### config.mk
export PLATFORM = sky130hd
export DESIGN_NAME = segment_scan_driver_flat
export DESIGN_NICKNAME = d
export VERILOG_FILES = /design/src/rtl/segment_scan_driver_if.sv /design/src/rtl/segment_scan_driver.sv /design/src/flat_wrapper.sv
export SDC_FILE = /design/constraint.sdc
export NUM_CORES = 1
export LEC_CHECK = 0
export ABC_AREA = 1
export BUFFER_PORTS_ARGS = -buffer_cell sky130_fd_sc_hd__buf_2
export CORE_AREA = 2 2 104 86
export CTS_CLUSTER_DIAMETER = 40
export DETAILED_ROUTE_END_ITERATION = 7
export DIE_AREA = 0 0 106 88
export PLACE_DENSITY = 0.74
export SYNTH_ARGS = -nofsm -noshare
export SYNTH_HDL_FRONTEND = slang
export SYNTH_HIERARCHICAL = 1
export SYNTH_SLANG_ARGS = --single-unit
### constraint.sdc
create_clock -name clk -period 3.6 [get_ports clk]
set_input_delay 0.9 -clock clk [delete_from_list [all_inputs] [get_ports clk]]
set_output_delay 0.9 -clock clk [all_outputs]
set_load 0.02 [all_outputs]
### src/rtl/segment_scan_driver_if.sv
// Capture/display bundle between the calculator result path and the scan driver.
// The master drives the value to show; the slave (the driver) returns busy and the display pins.
interface segment_scan_driver_if #(
    parameter int NUM_DIGITS  = 4,
    parameter int VALUE_WIDTH = 8
) ();
    logic                   load;
    logic [VALUE_WIDTH-1:0] value;
    logic                   is_negative;
    logic                   is_dec;
    logic                   blank_zeros;
    logic                   busy;
    logic [NUM_DIGITS-1:0]  digit_en;
    logic [6:0]             segments;

    modport master (
        output load, value, is_negative, is_dec, blank_zeros,
        input  busy, digit_en, segments
    );

    modport slave (
        input  load, value, is_negative, is_dec, blank_zeros,
        output busy, digit_en, segments
    );
endinterface

### src/rtl/segment_scan_driver.sv
// Multiplexed seven-segment driver: captures a value, converts to BCD if needed, and
// scans the committed frame onto a shared active-low segment bus with sign and blanking.

module hex_display (
    input  logic [3:0] nibble_i,
    output logic [6:0] seg_o
);
    always_comb begin
        seg_o = 7'h7F;
        case (nibble_i)
            4'h0: seg_o = 7'h40;
            4'h1: seg_o = 7'h79;
            4'h2: seg_o = 7'h24;
            4'h3: seg_o = 7'h30;
            4'h4: seg_o = 7'h19;
            4'h5: seg_o = 7'h12;
            4'h6: seg_o = 7'h02;
            4'h7: seg_o = 7'h78;
            4'h8: seg_o = 7'h00;
            4'h9: seg_o = 7'h10;
            4'hA: seg_o = 7'h08;
            4'hB: seg_o = 7'h03;
            4'hC: seg_o = 7'h46;
            4'hD: seg_o = 7'h21;
            4'hE: seg_o = 7'h06;
            4'hF: seg_o = 7'h0E;
            default: seg_o = 7'h7F;
        endcase
    end
endmodule

module segment_scan_driver #(
    parameter int NUM_DIGITS  = 4,
    parameter int VALUE_WIDTH = 8,
    parameter int REFRESH_DIV = 50000
) (
    input  logic                 clk,
    input  logic                 reset,
    segment_scan_driver_if.slave bus
);
    localparam int SD   = NUM_DIGITS - 1;
    localparam int BW   = 4 * NUM_DIGITS;
    localparam int PADW = (VALUE_WIDTH > BW) ? VALUE_WIDTH : BW;
    localparam int CW   = (VALUE_WIDTH > 2) ? $clog2(VALUE_WIDTH) : 1;
    localparam int RW   = $clog2(REFRESH_DIV);
    localparam int IW   = $clog2(NUM_DIGITS);

    typedef enum logic [1:0] {ST_IDLE, ST_CONV, ST_COMMIT} state_t;

    state_t                 state_q, state_d;
    logic [VALUE_WIDTH-1:0] shift_q, shift_d;
    logic [BW-1:0]          bcd_q, bcd_d;
    logic [CW-1:0]          bitcnt_q, bitcnt_d;
    logic                   sticky_q, sticky_d;
    logic                   negp_q, negp_d;

    logic [SD-1:0][3:0]     dig_q, dig_d;
    logic [SD-1:0]          fblank_q, fblank_d;
    logic                   neg_q, neg_d;

    logic [RW-1:0]          ref_q, ref_d;
    logic [IW-1:0]          idx_q, idx_d;
    logic [NUM_DIGITS-1:0]  den_q, den_d;
    logic [6:0]             seg_q, seg_d;

    logic [BW-1:0]          bcd_adj;
    logic [BW-1:0]          bcd_shift;
    logic                   bcd_carry;
    logic [PADW-1:0]        val_pad;
    logic                   hex_ovf;
    logic [SD-1:0][3:0]     hex_dig, dec_dig;

    logic                   commit_en;
    logic                   commit_ovf;
    logic                   commit_neg;
    logic [SD-1:0][3:0]     commit_dig;

    logic [SD-1:0]          nz;
    logic [6:0]             enc  [SD];
    logic [6:0]             disp [NUM_DIGITS];

    // Shift-add-3 datapath: adjust every nibble, then shift in the next value bit.
    generate
        for (genvar gi = 0; gi < NUM_DIGITS; gi++) begin : g_adj
            assign bcd_adj[gi*4 +: 4] = (bcd_q[gi*4 +: 4] >= 4'd5) ?
                                        bcd_q[gi*4 +: 4] + 4'd3 : bcd_q[gi*4 +: 4];
        end
    endgenerate

    assign bcd_shift = {bcd_adj[BW-2:0], shift_q[VALUE_WIDTH-1]};
    assign bcd_carry = bcd_adj[BW-1];
    assign val_pad   = PADW'(bus.value);
    assign hex_ovf   = |val_pad[PADW-1:4*SD];

    generate
        for (genvar gi = 0; gi < SD; gi++) begin : g_src
            assign hex_dig[gi] = val_pad[4*gi +: 4];
            assign dec_dig[gi] = bcd_shift[4*gi +: 4];
        end
    endgenerate

    always_comb begin
        state_d    = state_q;
        shift_d    = shift_q;
        bcd_d      = bcd_q;
        bitcnt_d   = bitcnt_q;
        sticky_d   = sticky_q;
        negp_d     = negp_q;
        commit_en  = 1'b0;
        commit_ovf = 1'b0;
        commit_neg = 1'b0;
        commit_dig = hex_dig;
        case (state_q)
            ST_CONV: begin
                shift_d  = shift_q << 1;
                bcd_d    = bcd_shift;
                sticky_d = sticky_q | bcd_carry;
                bitcnt_d = bitcnt_q + 1'b1;
                if (bitcnt_q == CW'(VALUE_WIDTH - 1)) begin
                    state_d    = ST_COMMIT;
                    commit_en  = 1'b1;
                    commit_dig = dec_dig;
                    // Bits lost off the top also count as overflow, not just the guard digit.
                    commit_ovf = sticky_q | bcd_carry | (|bcd_shift[BW-1 -: 4]);
                    commit_neg = negp_q;
                end
            end
            default: begin
                state_d = ST_IDLE;
                if (bus.load) begin
                    if (bus.is_dec) begin
                        state_d  = ST_CONV;
                        shift_d  = bus.value;
                        bcd_d    = '0;
                        bitcnt_d = '0;
                        sticky_d = 1'b0;
                        negp_d   = bus.is_negative && (bus.value != '0);
                    end else begin
                        commit_en  = 1'b1;
                        commit_dig = hex_dig;
                        commit_ovf = hex_ovf;
                        commit_neg = bus.is_negative && (bus.value != '0);
                    end
                end
            end
        endcase
    end

    always_comb begin
        dig_d    = dig_q;
        fblank_d = fblank_q;
        neg_d    = neg_q;
        if (commit_en) begin
            if (commit_ovf) begin
                dig_d       = '0;
                dig_d[0]    = 4'hE;
                fblank_d    = '1;
                fblank_d[0] = 1'b0;
                neg_d       = 1'b0;
            end else begin
                dig_d    = commit_dig;
                fblank_d = '0;
                neg_d    = commit_neg;
            end
        end
    end

    generate
        for (genvar gi = 0; gi < SD; gi++) begin : g_disp
            logic lz_blank;
            assign nz[gi] = |dig_q[gi];
            if (gi == 0) begin : g_lsd
                assign lz_blank = 1'b0;
            end else begin : g_upper
                assign lz_blank = bus.blank_zeros & ~(|nz[SD-1:gi]);
            end
            hex_display u_hex (
                .nibble_i (dig_q[gi]),
                .seg_o    (enc[gi])
            );
            assign disp[gi] = (fblank_q[gi] || lz_blank) ? 7'h7F : enc[gi];
        end
    endgenerate

    assign disp[NUM_DIGITS-1] = neg_q ? 7'h3F : 7'h7F;

    always_comb begin
        ref_d = ref_q + 1'b1;
        idx_d = idx_q;
        if (ref_q == RW'(REFRESH_DIV - 1)) begin
            ref_d = '0;
            idx_d = (idx_q == IW'(NUM_DIGITS - 1)) ? '0 : idx_q + 1'b1;
        end
        den_d = ~(NUM_DIGITS'(1) << idx_q);
        seg_d = disp[idx_q];
    end

    always_ff @(posedge clk) begin
        if (reset) begin
            state_q  <= ST_IDLE;
            shift_q  <= '0;
            bcd_q    <= '0;
            bitcnt_q <= '0;
            sticky_q <= 1'b0;
            negp_q   <= 1'b0;
            dig_q    <= '0;
            fblank_q <= '1;
            neg_q    <= 1'b0;
            ref_q    <= '0;
            idx_q    <= '0;
            den_q    <= '1;
            seg_q    <= 7'h7F;
        end else begin
            state_q  <= state_d;
            shift_q  <= shift_d;
            bcd_q    <= bcd_d;
            bitcnt_q <= bitcnt_d;
            sticky_q <= sticky_d;
            negp_q   <= negp_d;
            dig_q    <= dig_d;
            fblank_q <= fblank_d;
            neg_q    <= neg_d;
            ref_q    <= ref_d;
            idx_q    <= idx_d;
            den_q    <= den_d;
            seg_q    <= seg_d;
        end
    end

    assign bus.busy     = (state_q == ST_CONV);
    assign bus.digit_en = den_q;
    assign bus.segments = seg_q;
endmodule

### src/flat_wrapper.sv
// flat-port wrapper written by rule: the top's interface ports become plain ports
module segment_scan_driver_flat 
#(
    parameter int NUM_DIGITS  = 4,
    parameter int VALUE_WIDTH = 8,
    parameter int REFRESH_DIV = 50000
)
  (clk, reset, bus_load, bus_value, bus_is_negative, bus_is_dec, bus_blank_zeros, bus_busy, bus_digit_en, bus_segments);
  segment_scan_driver_if #(.NUM_DIGITS(NUM_DIGITS), .VALUE_WIDTH(VALUE_WIDTH)) bus_i ();
  input  logic clk;
  input  logic reset;
  input wire logic [$bits(bus_i.load)-1:0] bus_load;
  input wire logic [$bits(bus_i.value)-1:0] bus_value;
  input wire logic [$bits(bus_i.is_negative)-1:0] bus_is_negative;
  input wire logic [$bits(bus_i.is_dec)-1:0] bus_is_dec;
  input wire logic [$bits(bus_i.blank_zeros)-1:0] bus_blank_zeros;
  output wire logic [$bits(bus_i.busy)-1:0] bus_busy;
  output wire logic [$bits(bus_i.digit_en)-1:0] bus_digit_en;
  output wire logic [$bits(bus_i.segments)-1:0] bus_segments;
  assign bus_i.load = bus_load;
  assign bus_i.value = bus_value;
  assign bus_i.is_negative = bus_is_negative;
  assign bus_i.is_dec = bus_is_dec;
  assign bus_i.blank_zeros = bus_blank_zeros;
  assign bus_busy = bus_i.busy;
  assign bus_digit_en = bus_i.digit_en;
  assign bus_segments = bus_i.segments;
  segment_scan_driver #(.NUM_DIGITS(NUM_DIGITS), .VALUE_WIDTH(VALUE_WIDTH), .REFRESH_DIV(REFRESH_DIV)) u_core (.clk(clk), .reset(reset), .bus(bus_i));
endmodule
==> impl_results.md <==
* Status: complete, no violations
* Fin nets at 737
* Global route overflow at 0
* DPL Wire Length at 7284 microns
* Via count of the first global-routing pass at 3902
* GP Congestion at 0.8892
* Buffer depth of the longest clock path at 2
* Final setup fails at 0
* Cts hold-fix bufs at 0
* Final Skew at 12.47 ps
* Seq/Total Area, Yosys at 33.50%
* Commonest non-fill, non-tap cells in the layout: 196 x nand2_1, 82 x inv_1, 75 x dfxtp_1
* Arrival @ worst endpoint at 1500 ps
* Pleak at 2.106 nW
* Io pins at 26
* IO buf count at 25
* Crit-path max cell delay at 480 ps
* Maximum clock frequency at 417.0 MHz
* Initial DRC Count at 306
* Total Wirelength at 9845 microns
* Drt pass-1 iters at 5
* Synth area leaders: dfxtp_1 34%, nand2_1 16%, ha_1 10%, inv_1 6.9%, nand3_1 6.1%
* Cells after synthesis at 670
* Fin crit share at 66.61%
* Critical path class: flip-flop to output pin
* Number of CTS-inserted buffers at 9
* Avg Synthesized Cell Area at 6.689 sq um
* Rel. slew slack at 57.80%
* CP endpoint kind: output pin
* CTS sink cnt at 75
* RSZ-0062 raised after global routing: no
* Antenna violations before repair at 0
* Synthesized area at 4482 sq um
* Initial core utilization at 54.03%
* Final hold vios at 0
* Footprint of the multi-input gates at 2526 sq um
* Worst skew pair latency at 350 ps
* Post-CTS Resized at 0
* Post-route ant nets at 0
* Commonest non-fill, non-tap cell in the layout: nand2_1
* DR WL/cell at 12.25 microns
* Max VDD drop at 170.0 uV
* Post-synth top area share at 33.50%
* # diodes at 0
* Crit Path Max Fanout at 27
* Post-synth cell types at 34
* Hold Path Class: flip-flop to flip-flop
* Final min period at 2398 ps
* FF/Latch Area at 1501 sq um
* Core Box Area at 8295 sq um
* Via count at 4204
* Clock Tree Root: clkbuf_8
* Seq cells post-synth at 75
* Post-CTS setup buffers at 0
* Crit path max-delay family: simple AND/OR/NAND/NOR gates
* Die Area at 9328 sq um
* All-Layer GR Usage at 22.38%
* CP Launch Type: flip-flop
* Max_cap viols at 0
* Die Width at 106 microns
* Routed vias/inst at 5.229
* CP Cell Sequence: inv_1 > nor2_4 > buf_2
* Die Span Y at 88 microns
* CTS tree: yes
* Final cell utilization of the core at 58.28%
* Core Rows at 30
* Filler cells at 779
* Synthesis-to-layout area growth at 7.873%
* DRC viols at 0
* Final Hold Slack at 453.1 ps
* Synthesized Nets at 720
* Clk slew on worst S/H paths at 80 ps
* R2R setup slack at 1510 ps
* First-pass GRT wire length at 17130 microns
* Crit path buf inv count at 2
* Worst path required time at 2700 ps
* Slew of the pin with the lowest slew margin at 633.0 ps
* Slew Limit Fails at 0
* TNS Setup at 0 ps
* Largest net degree at the start of global routing at 36
* Layout cell share with drive strength beyond 1 at 8.671%
* H-tree depth at 3
* Syn. warnings at 6
* PwrDens at 344.7 nW/um^2
* Largest area contributor in the netlist: dfxtp_1
* CP max stage cell: nor2_4
## logic make-up (layout without fill, tap and decap cells)
kind of cell    count (synthesis)  after routing  share of synthesized area (%)
compound gates                114            114                          14.01
xor+xnor                        6              6                          1.173
fa+ha+maj                      36             36                          10.05
buf+inv                       110            132                          10.13
flops                          75             75                          33.50
simple gates                  329            329                          31.13
## power by group
group	total, mW	internal (mW)	switching, mW
clock network	0.637	0.317	0.320
registers	0.872	0.851	0.0214
logic	0.157	0.0507	0.106
## flip-flops by register name, summed over array words and instances, names as in the netlist
| name | cells |
|---|---|
| u_core/bcd_q | 16 |
| u_core/bitcnt_q | 3 |
| u_core/bus.digit_en | 4 |
| u_core/bus.segments | 7 |
| u_core/dig_q | 12 |
| u_core/fblank_q | 2 |
| u_core/idx_q | 2 |
| u_core/neg_q | 1 |
| u_core/negp_q | 1 |
| u_core/ref_q | 16 |
| u_core/shift_q | 8 |
| u_core/state_q | 2 |
| u_core/sticky_q | 1 |
## Yosys cell counts, drive strengths merged
cell type	count
inv	86
buf	9
a22oi	1
nor4	4
ha	36
nand3b	3
clkbuf	12
nand3	56
o211ai	2
clkinv	3
a21oi	53
or2	3
o31ai	8
a31oi	2
xor2	6
nor3	5
nand4	8
nor2	47
nor3b	2
o21ai	37
nand2	200
o22ai	10
and3	1
dfxtp	75
a2111oi	1
## stage by stage
step / cells / worst slack, ps / power, mW / cell area [sq um]
finish: 804 / 1202 / 1.666 / 4835
global route: 804 / 1094 / 1.740 / 4835
CTS: 804 / 1181 / 1.681 / 4835
detailed placement: 788 / 1239 / 1.047 / 4642
global placement: 788 / 1288 / 1.042 / 4642
floorplan: 670 / 1742 / 1.004 / 4482
## metal layers
metal / share of wire [%] / global-route usage [%] / vias to the layer above
met1: 50 / 29.87 / 1885
met3: 3.9 / 3.943 / 22
met5: 0 / 0 / -
met2: 44 / 36.13 / 85
li1: - / - / 2212
met4: 2.1 / 9.450 / 0
## area by class of cell
class | instances | share of cell area, %
clock inverters | 7 | 1.423
multi-input cells | 485 | 52.25
repair buffers | 27 | 2.899
inverters | 89 | 6.910
flip-flops and latches | 75 | 31.06
well taps | 112 | 2.899
clock buffers | 9 | 2.562
## worst paths after layout
path	startpoint	to	cells after the start
hold reg to reg	u_core/ref_q[0]	u_core/ref_q[0]	1
hold / removal	u_core/ref_q[0]	u_core/ref_q[0]	1
setup reg to reg	u_core/state_q[0]	u_core/dig_q[5]	9
setup / recovery	u_core/state_q[0]	bus_busy	3
Power figures use the tool's default switching activity.
